### config.mk
export PLATFORM = sky130hd
export DESIGN_NAME = mem_port_arbiter
export DESIGN_NICKNAME = d
export VERILOG_FILES = /design/src/rtl/mem_arb_pkg.sv /design/src/rtl/rr_arb2.sv /design/src/rtl/mem_port_arbiter.sv
export SDC_FILE = /design/constraint.sdc
export NUM_CORES = 1
export LEC_CHECK = 0
export ABC_AREA = 1
export ABC_CLOCK_PERIOD_IN_PS = 6400
export CAP_MARGIN = 5
export CORE_MARGIN = 2
export CORE_UTILIZATION = 45
export DETAILED_ROUTE_END_ITERATION = 8
export HOLD_SLACK_MARGIN = 0.12
export PLACE_DENSITY = 0.91
export SYNTH_ARGS = -nofsm -noshare
export SYNTH_HDL_FRONTEND = slang
export SYNTH_SLANG_ARGS = --single-unit
### constraint.sdc
create_clock -name clk -period 6.4 [get_ports clk]
set_input_delay 0.96 -clock clk [delete_from_list [all_inputs] [get_ports clk]]
set_output_delay 0.96 -clock clk [all_outputs]
set_load 0.03 [all_outputs]
### src/rtl/mem_arb_pkg.sv
//------------------------------------------------------------------------------
// mem_arb_pkg : shared types and defaults for the memory port arbiter
// Rev 1.0
//------------------------------------------------------------------------------
`default_nettype none

package mem_arb_pkg;

  localparam int ADDR_W_DEF = 32;
  localparam int DATA_W_DEF = 32;

  typedef enum logic [1:0] {
    IDLE   = 2'd0,
    ACCESS = 2'd1,
    RESP   = 2'd2
  } state_t;

  typedef enum logic {
    OWN_IF = 1'b0,
    OWN_D  = 1'b1
  } owner_t;

  // Fetch wins the first tie after reset.
  localparam owner_t LAST_SERVED_RST = OWN_D;

endpackage

`default_nettype wire

### src/rtl/rr_arb2.sv
//------------------------------------------------------------------------------
// rr_arb2 : two-way round-robin pick; bit 0 = fetch, bit 1 = data
// Rev 1.0
//------------------------------------------------------------------------------
`default_nettype none

module rr_arb2
  import mem_arb_pkg::*;
(
  input  logic [1:0] req,
  input  owner_t     last_served,
  input  logic       enable,
  output logic [1:0] grant
);

  always_comb begin
    grant = 2'b00;
    if (enable) begin
      if (&req) begin
        grant = (last_served == OWN_D) ? 2'b01 : 2'b10;
      end else begin
        grant = req;
      end
    end
  end

endmodule

`default_nettype wire

### src/rtl/mem_port_arbiter.sv
//------------------------------------------------------------------------------
// mem_port_arbiter : shares one memory port between fetch and load/store.
// Optional MISALIGN_CHECK_EN adds if_err/d_err. Rev 1.0
//------------------------------------------------------------------------------
`default_nettype none

module mem_port_arbiter
  import mem_arb_pkg::*;
#(
  parameter int ADDR_W = ADDR_W_DEF,
  parameter int DATA_W = DATA_W_DEF
) (
  input  logic              clk,
  input  logic              rst,
  input  logic              if_req,
  input  logic [ADDR_W-1:0] if_addr,
  output logic              if_gnt,
  output logic              if_rvalid,
  output logic [DATA_W-1:0] if_rdata,
  input  logic              d_req,
  input  logic              d_we,
  input  logic [ADDR_W-1:0] d_addr,
  input  logic [DATA_W-1:0] d_wdata,
  output logic              d_gnt,
  output logic              d_rvalid,
  output logic [DATA_W-1:0] d_rdata,
`ifdef MISALIGN_CHECK_EN
  output logic              if_err,
  output logic              d_err,
`endif
  output logic [ADDR_W-1:0] mem_adr,
  output logic [DATA_W-1:0] mem_write_data,
  output logic              mem_write,
  input  logic [DATA_W-1:0] mem_read_data
);

  state_t            state, state_nx;
  owner_t            last_served, owner;
  logic [1:0]        grant;
  logic              lat_we, lat_mis, mis_in;
  logic [ADDR_W-1:0] lat_addr, sel_addr;
  logic [DATA_W-1:0] lat_wdata;

  rr_arb2 u_arb (
    .req         ({d_req, if_req}),
    .last_served (last_served),
    .enable      (state != ACCESS),
    .grant       (grant)
  );

  assign if_gnt   = grant[0] & ~rst;
  assign d_gnt    = grant[1] & ~rst;
  assign sel_addr = grant[1] ? d_addr : if_addr;

`ifdef MISALIGN_CHECK_EN
  assign mis_in = |sel_addr[1:0];
  assign if_err = if_rvalid & lat_mis;
  assign d_err  = d_rvalid & lat_mis;
`else
  assign mis_in = 1'b0;
`endif

  always_ff @(posedge clk or posedge rst) begin
    if (rst) begin
      state <= IDLE;
    end else begin
      state <= state_nx;
    end
  end

  always_comb begin
    state_nx  = state;
    mem_write = 1'b0;
    if_rvalid = 1'b0;
    d_rvalid  = 1'b0;
    case (state)
      IDLE: begin
        if (|grant) state_nx = ACCESS;
      end
      ACCESS: begin
        mem_write = lat_we & ~lat_mis;
        state_nx  = RESP;
      end
      RESP: begin
        if_rvalid = (owner == OWN_IF);
        d_rvalid  = (owner == OWN_D);
        state_nx  = (|grant) ? ACCESS : IDLE;
      end
      default: state_nx = IDLE;
    endcase
  end

  // Request latch: inputs matter only in the grant cycle.
  always_ff @(posedge clk or posedge rst) begin
    if (rst) begin
      last_served <= LAST_SERVED_RST;
      owner       <= OWN_IF;
      lat_addr    <= '0;
      lat_wdata   <= '0;
      lat_we      <= 1'b0;
      lat_mis     <= 1'b0;
    end else if (|grant) begin
      last_served <= grant[1] ? OWN_D : OWN_IF;
      owner       <= grant[1] ? OWN_D : OWN_IF;
      lat_addr    <= sel_addr;
      lat_wdata   <= grant[1] ? d_wdata : lat_wdata;
      lat_we      <= grant[1] & d_we;
      lat_mis     <= mis_in;
    end
  end

  always_ff @(posedge clk or posedge rst) begin
    if (rst) begin
      if_rdata <= '0;
      d_rdata  <= '0;
    end else if (state == ACCESS && !lat_we && !lat_mis) begin
      if (owner == OWN_D) begin
        d_rdata <= mem_read_data;
      end else begin
        if_rdata <= mem_read_data;
      end
    end
  end

  assign mem_adr        = lat_addr;
  assign mem_write_data = lat_wdata;

endmodule

`default_nettype wire

---- After elaboration in Yosys (flattened, before gate mapping) ----
Index checks and enable logic that the tools add are counted.
storage, ports and cells
  flip-flop bits (word level) ............. 133
  input port bits ......................... 133
  output and inout port bits .............. 133
  word-level logic and storage cells ...... 36
cells by class
  equality and inequality tests ........... 4
  muxes and demuxes ....................... 11
  bitwise logic cells ..................... 5
  reductions and logical operators ........ 8
operators with widths
  cell                                                             number
  32-bit 2-to-1 mux                                                1
  2-bit 2-to-1 mux                                                 4
  2-bit AND reduction                                              4
  2-bit case mux with 3 select lines                               1
  1-bit 2-to-1 mux                                                 5
  1-bit bitwise AND                                                3
  2-bit by 1-bit == test with 1-bit output, second input constant  1
  2-bit == test, second input constant                             1
  2-bit zero test                                                  1
  2-bit by 1-bit != test with 1-bit output, second input constant  1
  2-bit != test, second input constant                             1
  1-bit NOT                                                        2
  2-bit OR reduction                                               1
  1-bit logical AND                                                1
  1-bit zero test                                                  1

---- Logic depth before layout (Yosys ltp) ----
Gate-level depths: netlist of run 1.
  depth in word-level cells ............... 6
  depth in mapped cells ................... 7
  depth with buffers taken out ............ 6

---- Hierarchy ----
From an unflattened synthesis of run 1, not the netlist that was laid out.
second synthesis, totals
  cells, all modules ...................... 621
  area total of the unflattened synthesis .. 5492.8 um^2
modules (own cells, without submodules)
  module            times used  cells each  area each (um^2)
  mem_port_arbiter  1           616         5471.5
  rr_arb2           1           5           21.3

---- Least setup slack after synthesis of run 1 ----
No wires, ideal clock.
  kind .................................... input-to-output
  start ................................... in d_req
  end ..................................... out if_gnt
  data arrival time ....................... 2125 ps
  data required time ...................... 5440 ps
  setup slack ............................. 3315 ps
  stages on the path ...................... 3
  path buffers ............................ 2
  path through ............................ buf_2 clkbuf_1 a211oi_1
between the ends
  word-level cells in the longest chain between the ends .. 4
RTL lines
  item                 RTL line                source
  start: declaration   mem_port_arbiter.sv:20  input logic d_req,
  2-bit AND reduction  rr_arb2.sv:19           if (&req) begin
  2-bit 2-to-1 mux     rr_arb2.sv:19
  2-bit 2-to-1 mux     rr_arb2.sv:18           if (enable) begin
  1-bit bitwise AND    mem_port_arbiter.sv:51  assign if_gnt = grant[0] & ~rst;
  end: declaration     mem_port_arbiter.sv:17  output logic if_gnt,
Every way passes these cells.

---- Worst setup path after layout of run 1 ----
  start ................................... in if_req
  end ..................................... out d_gnt
between the ends
  word-level cells in the longest chain between the ends .. 4
RTL lines
  item                 RTL line                source
  start: declaration   mem_port_arbiter.sv:15  input logic if_req,
  2-bit AND reduction  rr_arb2.sv:19
  2-bit 2-to-1 mux     rr_arb2.sv:19
  2-bit 2-to-1 mux     rr_arb2.sv:18
  1-bit bitwise AND    mem_port_arbiter.sv:52  assign d_gnt = grant[1] & ~rst;
  end: declaration     mem_port_arbiter.sv:24  output logic d_gnt,
Every way passes these cells.

==> results of run 1 <==
[layout make-up]
type / instances / area [um2]
repair buffers: 268 / 2675
fillers: 938 / 3859
clock inverters: 8 / 97.59
well taps: 176 / 220.2
inverters: 136 / 518.0
clock buffers: 24 / 491.7
flip-flops and latches: 133 / 3329
multi-input cells: 369 / 1892
diodes: 1 / 2.502
[logic make-up (layout without fill, tap and decap cells)]
family	count (synthesis)	in the layout	synth area share [%]
simple gates	268	268	19.61
buf+inv	174	436	12.77
flops	133	133	55.70
compound gates	101	101	11.91
other cells	0	1	0
[power groups by stage]
stage               clock [mW]  sequential [mW]  combinational, mW
global route              1.02             1.30               1.83
global placement             0             1.26               1.70
finish                   0.960             1.27               1.72
floorplan                    0             1.81              0.456
detailed placement           0             1.27               1.73
CTS                      0.976             1.27               1.73
[path summary, 6_finish.rpt]
kind | endpoint | slack (ns) | startpoint
hold / removal | mem_write_data[3] | 0.48 | mem_write_data[3]
max in group asynchronous | if_rdata[15] | 4.10 | rst
min in group asynchronous | mem_adr[10] | 1.15 | rst
setup reg to reg | mem_adr[14] | 3.98 | last_served
setup / recovery | d_gnt | 2.50 | if_req
hold reg to reg | mem_write_data[3] | 0.48 | mem_write_data[3]
[cells in the mapped netlist]
library cell,instances
a211oi_1,1
buf_1,3
buf_2,14
buf_4,8
buf_6,8
clkbuf_1,5
dfrtp_1,132
dfstp_2,1
inv_1,134
inv_2,1
inv_4,1
nand2_1,193
nand2_2,1
nand2_4,1
nand3_1,32
nand3_2,1
nand3_4,2
nand4_1,32
nor2_1,5
o21ai_0,26
o21ai_1,21
o21ai_2,51
o21ai_4,1
o22ai_1,1
or2_2,1
[routing by layer]
metal | up-vias | part of all wire [%] | track usage (%)
li1 | 2588 | - | -
met1 | 2440 | 40 | 29.54
met2 | 208 | 50 | 38.04
met3 | 42 | 7.1 | 6.657
met4 | 0 | 3.6 | 11.90
met5 | - | 0 | 0
[cells in the final DEF, fill, tap and decap left out, types with 4 or more instances in the layout]
cell             synthesis  layout
clkbuf_16                0      17
o21ai_1                 21      21
nand2_1                193     193
nand3_1                 32      32
clkdlybuf4s50_1          0     265
dfrtp_1                132     132
inv_1                  134     133
clkbuf_8                 0       4
nor2_1                   5       5
o21ai_2                 51      51
nand4_1                 32      32
o21ai_0                 26      26
[sequential cells by signal, indices dropped and copies added (netlist names)]
register,flops
d_rdata,32
if_rdata,32
last_served,1
lat_we,1
mem_adr,32
mem_write_data,32
owner,1
state,2
[worst max-delay path: cells and delay by family]
family,cells,cell delay (ns)
buffers and inverters,2,1.17
and+or+nand+nor,3,0.80
[stage by stage]
stage / area, um2 / util, %
after CTS: 9224 / 70.49
after detailed placement: 8635 / 65.99
after floorplan: 5977 / -
final: 9226 / 70.51
after global placement: 8635 / 65.99
after global routing: 9224 / 70.49
==> results.ini, run 1 <==
[job]
cap_violations = 0

[finish]
final_cells = 1115
syn2layout_area_growth_pct = 54.36
layout-drive-gt1-share_pct = 10.02
nNetsFinal = 1058

[sta]
fin_skew_ns = 0.01204
final-hold-violation-count = 0
setup_viol = 0
fin_crit_sh_pct = 60.87
hold_ws_ns = 0.4794
setup_tns_ns = 0
drv_slew = 0
clock.fmax_ghz = 0.2567
timing_worst_slew_pin_value_ns = 0.9373
setup_ws_ns = 2.505
rsz0062_at_grt = no
maxSlewHeadroom_pct = 37.51
period_minus_slack_ns = 3.895

[clocking]
htree_levels = 4
clock-sinks = 133
cts-root-buf = clkbuf_16
cts-resized-gates = 0
cts_buffer_depth = 2
cts.clk_slew.worst_paths_ns = 0.05
clk_latency_ns = 0.42
cts_tree = done
cts_hold_buffers = 0
cts-buffers-inserted = 17
cts_post_setup_buffers_inserted = 0

[die]
coreArea_mm2 = 0.01309
die_w_um = 119.3
design.die.area_mm2 = 0.01422
ioPinCount = 266
row_count = 42
initial_core_util_pct = 45.68
die_h_um = 119.3

[synthesis]
synth_top_cell_area_share_pct = 55.26
synth_top_cell_by_area = dfrtp_1
ys_top_cells_by_area = dfrtp_1 (55%), nand2_1 (12%), inv_1 (8.4%)
synth_warnings = 0
yosysSeqAreaShare_pct = 55.70
synth_cell_types = 25
synth_cells = 676
syn_nets = 809
synth_seq_cells = 133
syn_area_mm2 = 0.005977
syn_area_per_cell_um2 = 8.842

[power]
comb_power_share_pct = 43.6
power_density_mw_per_mm2 = 427.9
ir_drop_mv = 0.2439
swShare_pct = 38.57
pwr-share-clk_pct = 24.3
p_seq_share_pct = 32.1
finalPower_mw = 3.948
p_leak_nw = 4.546
internal_power_mw = 2.425
netSwitchingPower_mw = 1.523

[drt]
wl_per_cell_um = 14.74
vias = 5278
drt-initial-drc-count = 353
ant_nets = 0
viasPerCell = 4.734
dr.pass1.iters = 5
remaining_drc_errors = 0
wirelength_mm = 16.44

[placed_design]
port_buffers = 265
place_ws_ns = 2.534
dp.cells = 1082
globalplace.congestion = 0.8250
dpl.hpwl_mm = 11.08

[critical_path]
rr_worst_depth = 6
crit_path_frequent_cell = clkdlybuf4s50_1
end_kind = primary output
cp_data_arrival_time_ns = 2.94
slowest_stage = clkdlybuf4s50_1
critPathKind = input port to primary output
cp_cell_sequence = clkdlybuf4s50_1 > nand2_2 > nand3_4 > nor2_1 > clkdlybuf4s50_1
crit_fanout = 33
critPathMaxStageDelay_ns = 0.67
startpoint_type = input port
cp.required_ns = 5.44

[global_route]
grt_max_degree = 100
grt_pass1_vias = 5258
grt-ovfl-total = 0
grt_pass1_wl_mm = 26.61
grtUsageTotal_pct = 23.77
antenna_found_initial = 1

[status]
status = finished, final reports clean

[hold_path]
worstHoldPathCells = 2
min_path_type = register to register

Power figures use the tool's default switching activity.
==> run 2, diff against run 1 <==
ABC_CLOCK_PERIOD_IN_PS = 3700   (was 6400)
CORE_UTILIZATION = 42   (was 45)
PLACE_DENSITY = 0.86   (was 0.91)
clock period = 3.7 ns   (was 6.4 ns; I/O delays follow)
==> run 2 against run 1 <==
Net effect:
- register-to-register slack worse by 2.4 ns
- clock-buffer cell count down 3
- largest power group unchanged
- first-iteration DRC count is 9.9% lower
- highest routed layer unchanged
- critical path depth shrank 1
- routed wire length decreased by 1.4%
==> results.ini, run 2 (synthesis results as in run 1) <==
[status]
status = finished, final reports clean

[global_route]
grt_busiest_layer = met2
grt-ovfl-total = 0
grt_pass1_vias = 5080
grt_max_degree = 134
use_met1_pct = 25.94
grt_use_met2_pct = 36.44
antenna_found_initial = 0
grt_pass1_wl_mm = 25.34
grtUsageTotal_pct = 21.56
grtUsageMet3_pct = 5.904

[finish]
layout-drive-gt1-share_pct = 10.02
syn2layout_area_growth_pct = 53.90
final_cells = 1118
nNetsFinal = 1060
multi_input_area_mm2 = 0.001892
register_area_mm2 = 0.003329
postLayoutCoreUtil_pct = 66.27
layout_common_cells = clkdlybuf4s50_1 (264), nand2_1 (193), inv_1 (133)
layout_commonest_cell = clkdlybuf4s50_1
antenna_cells = 0
n_fill_cell = 1119

[critical_path]
end_kind = primary output
cp.required_ns = 3.14
critPathKind = register to primary output
cp_data_arrival_time_ns = 2.38
crit_fanout = 37
startpoint_type = register

[die]
die_h_um = 123.3
initial_core_util_pct = 43.06
coreArea_mm2 = 0.01388
row_count = 43
ioPinCount = 266
die_w_um = 123.3
design.die.area_mm2 = 0.01520

[placed_design]
globalplace.congestion = 0.8184
dpl.hpwl_mm = 11.10
port_buffers = 265
place_ws_ns = 0.8657
dp.cells = 1088

[power]
internal_power_mw = 4.053
comb_power_share_pct = 44.6
ir_drop_mv = 0.4086
netSwitchingPower_mw = 2.642
swShare_pct = 39.47
power_density_mw_per_mm2 = 727.9
finalPower_mw = 6.696
pwr-share-clk_pct = 22.6
p_seq_share_pct = 32.7
p_leak_nw = 4.534

[drt]
vias = 5189
ant_nets = 0
remaining_drc_errors = 0
wirelength_mm = 16.21
wl_per_cell_um = 14.50
dr.pass1.iters = 4
viasPerCell = 4.641
drt-initial-drc-count = 318

[clocking]
htree_levels = 4
cts-root-buf = clkbuf_16
cts_tree = done
clk_latency_ns = 0.42
clock-sinks = 133
cts_buffer_depth = 2
cts_hold_buffers = 0
cts-resized-gates = 0
cts-buffers-inserted = 17
cts_post_setup_buffers_inserted = 0
cts.clk_slew.worst_paths_ns = 0.05

[sta]
timing_worst_slew_pin_value_ns = 0.8870
maxSlewHeadroom_pct = 40.87
drv_slew = 0
setup_viol = 0
clock.fmax_ghz = 0.3405
fin_crit_sh_pct = 79.38
period_minus_slack_ns = 2.937
setup_ws_ns = 0.7629
setup_tns_ns = 0
final-hold-violation-count = 0
fin_skew_ns = 0.007892
rsz0062_at_grt = no

[job]
cap_violations = 0

[hold_path]
min_path_type = register to register

[run 2: final timing paths]
check                            start                  to  slack, ns  depth (start not counted)
max in group asynchronous          rst  mem_write_data[25]       2.37                          3
setup reg to reg              state[1]         d_rdata[12]       1.59                          6
hold reg to reg            mem_adr[12]         mem_adr[12]       0.48                          2
hold / removal             mem_adr[12]         mem_adr[12]       0.48                          2
min in group asynchronous          rst         mem_adr[11]       0.74                          3
setup / recovery              state[0]              if_gnt       0.76                          4
[run 2: per-stage QoR]
stage | area (um2) | hold slack, ns
6_report | 9199 | 0.4756
2_1_floorplan | 5981 | 0.4770
3_3_place_gp | 8676 | 0.4615
5_1_grt | 9199 | 0.4934
4_1_cts | 9199 | 0.4792
3_5_place_dp | 8676 | 0.4639
[run 2: cell type report]
class | count | area share, %
Clock buffer | 21 | 4.788
Multi-Input combinational cell | 369 | 20.57
Inverter | 136 | 5.618
Tap cell | 180 | 2.448
Clock inverter | 9 | 0.8977
Timing Repair Buffer | 270 | 29.49
Sequential cell | 133 | 36.19
[run 2: power by group through the flow]
stage          Combinational [mW]  Sequential, mW  Clock, mW
3_3_place_gp                 2.96            2.18          0
4_1_cts                      3.02            2.19       1.54
3_5_place_dp                 3.00            2.20          0
5_1_grt                      3.18            2.24       1.62
2_1_floorplan               0.789            3.13          0
6_report                     2.99            2.19       1.52
[run 2: critical path, cell delays in order, from the launching register on]
cell and delay [ns]:
dfrtp_1 0.41, nand2_4 0.37, nand2_1 0.10, a211oi_1 0.32, clkdlybuf4s50_1 0.75
[run 2: routing by layer]
layer / vias to the layer above / share of wire, %
met5: - / 0
met4: 0 / 3.0
met3: 33 / 6.9
met2: 182 / 50
met1: 2379 / 40
li1: 2595 / -
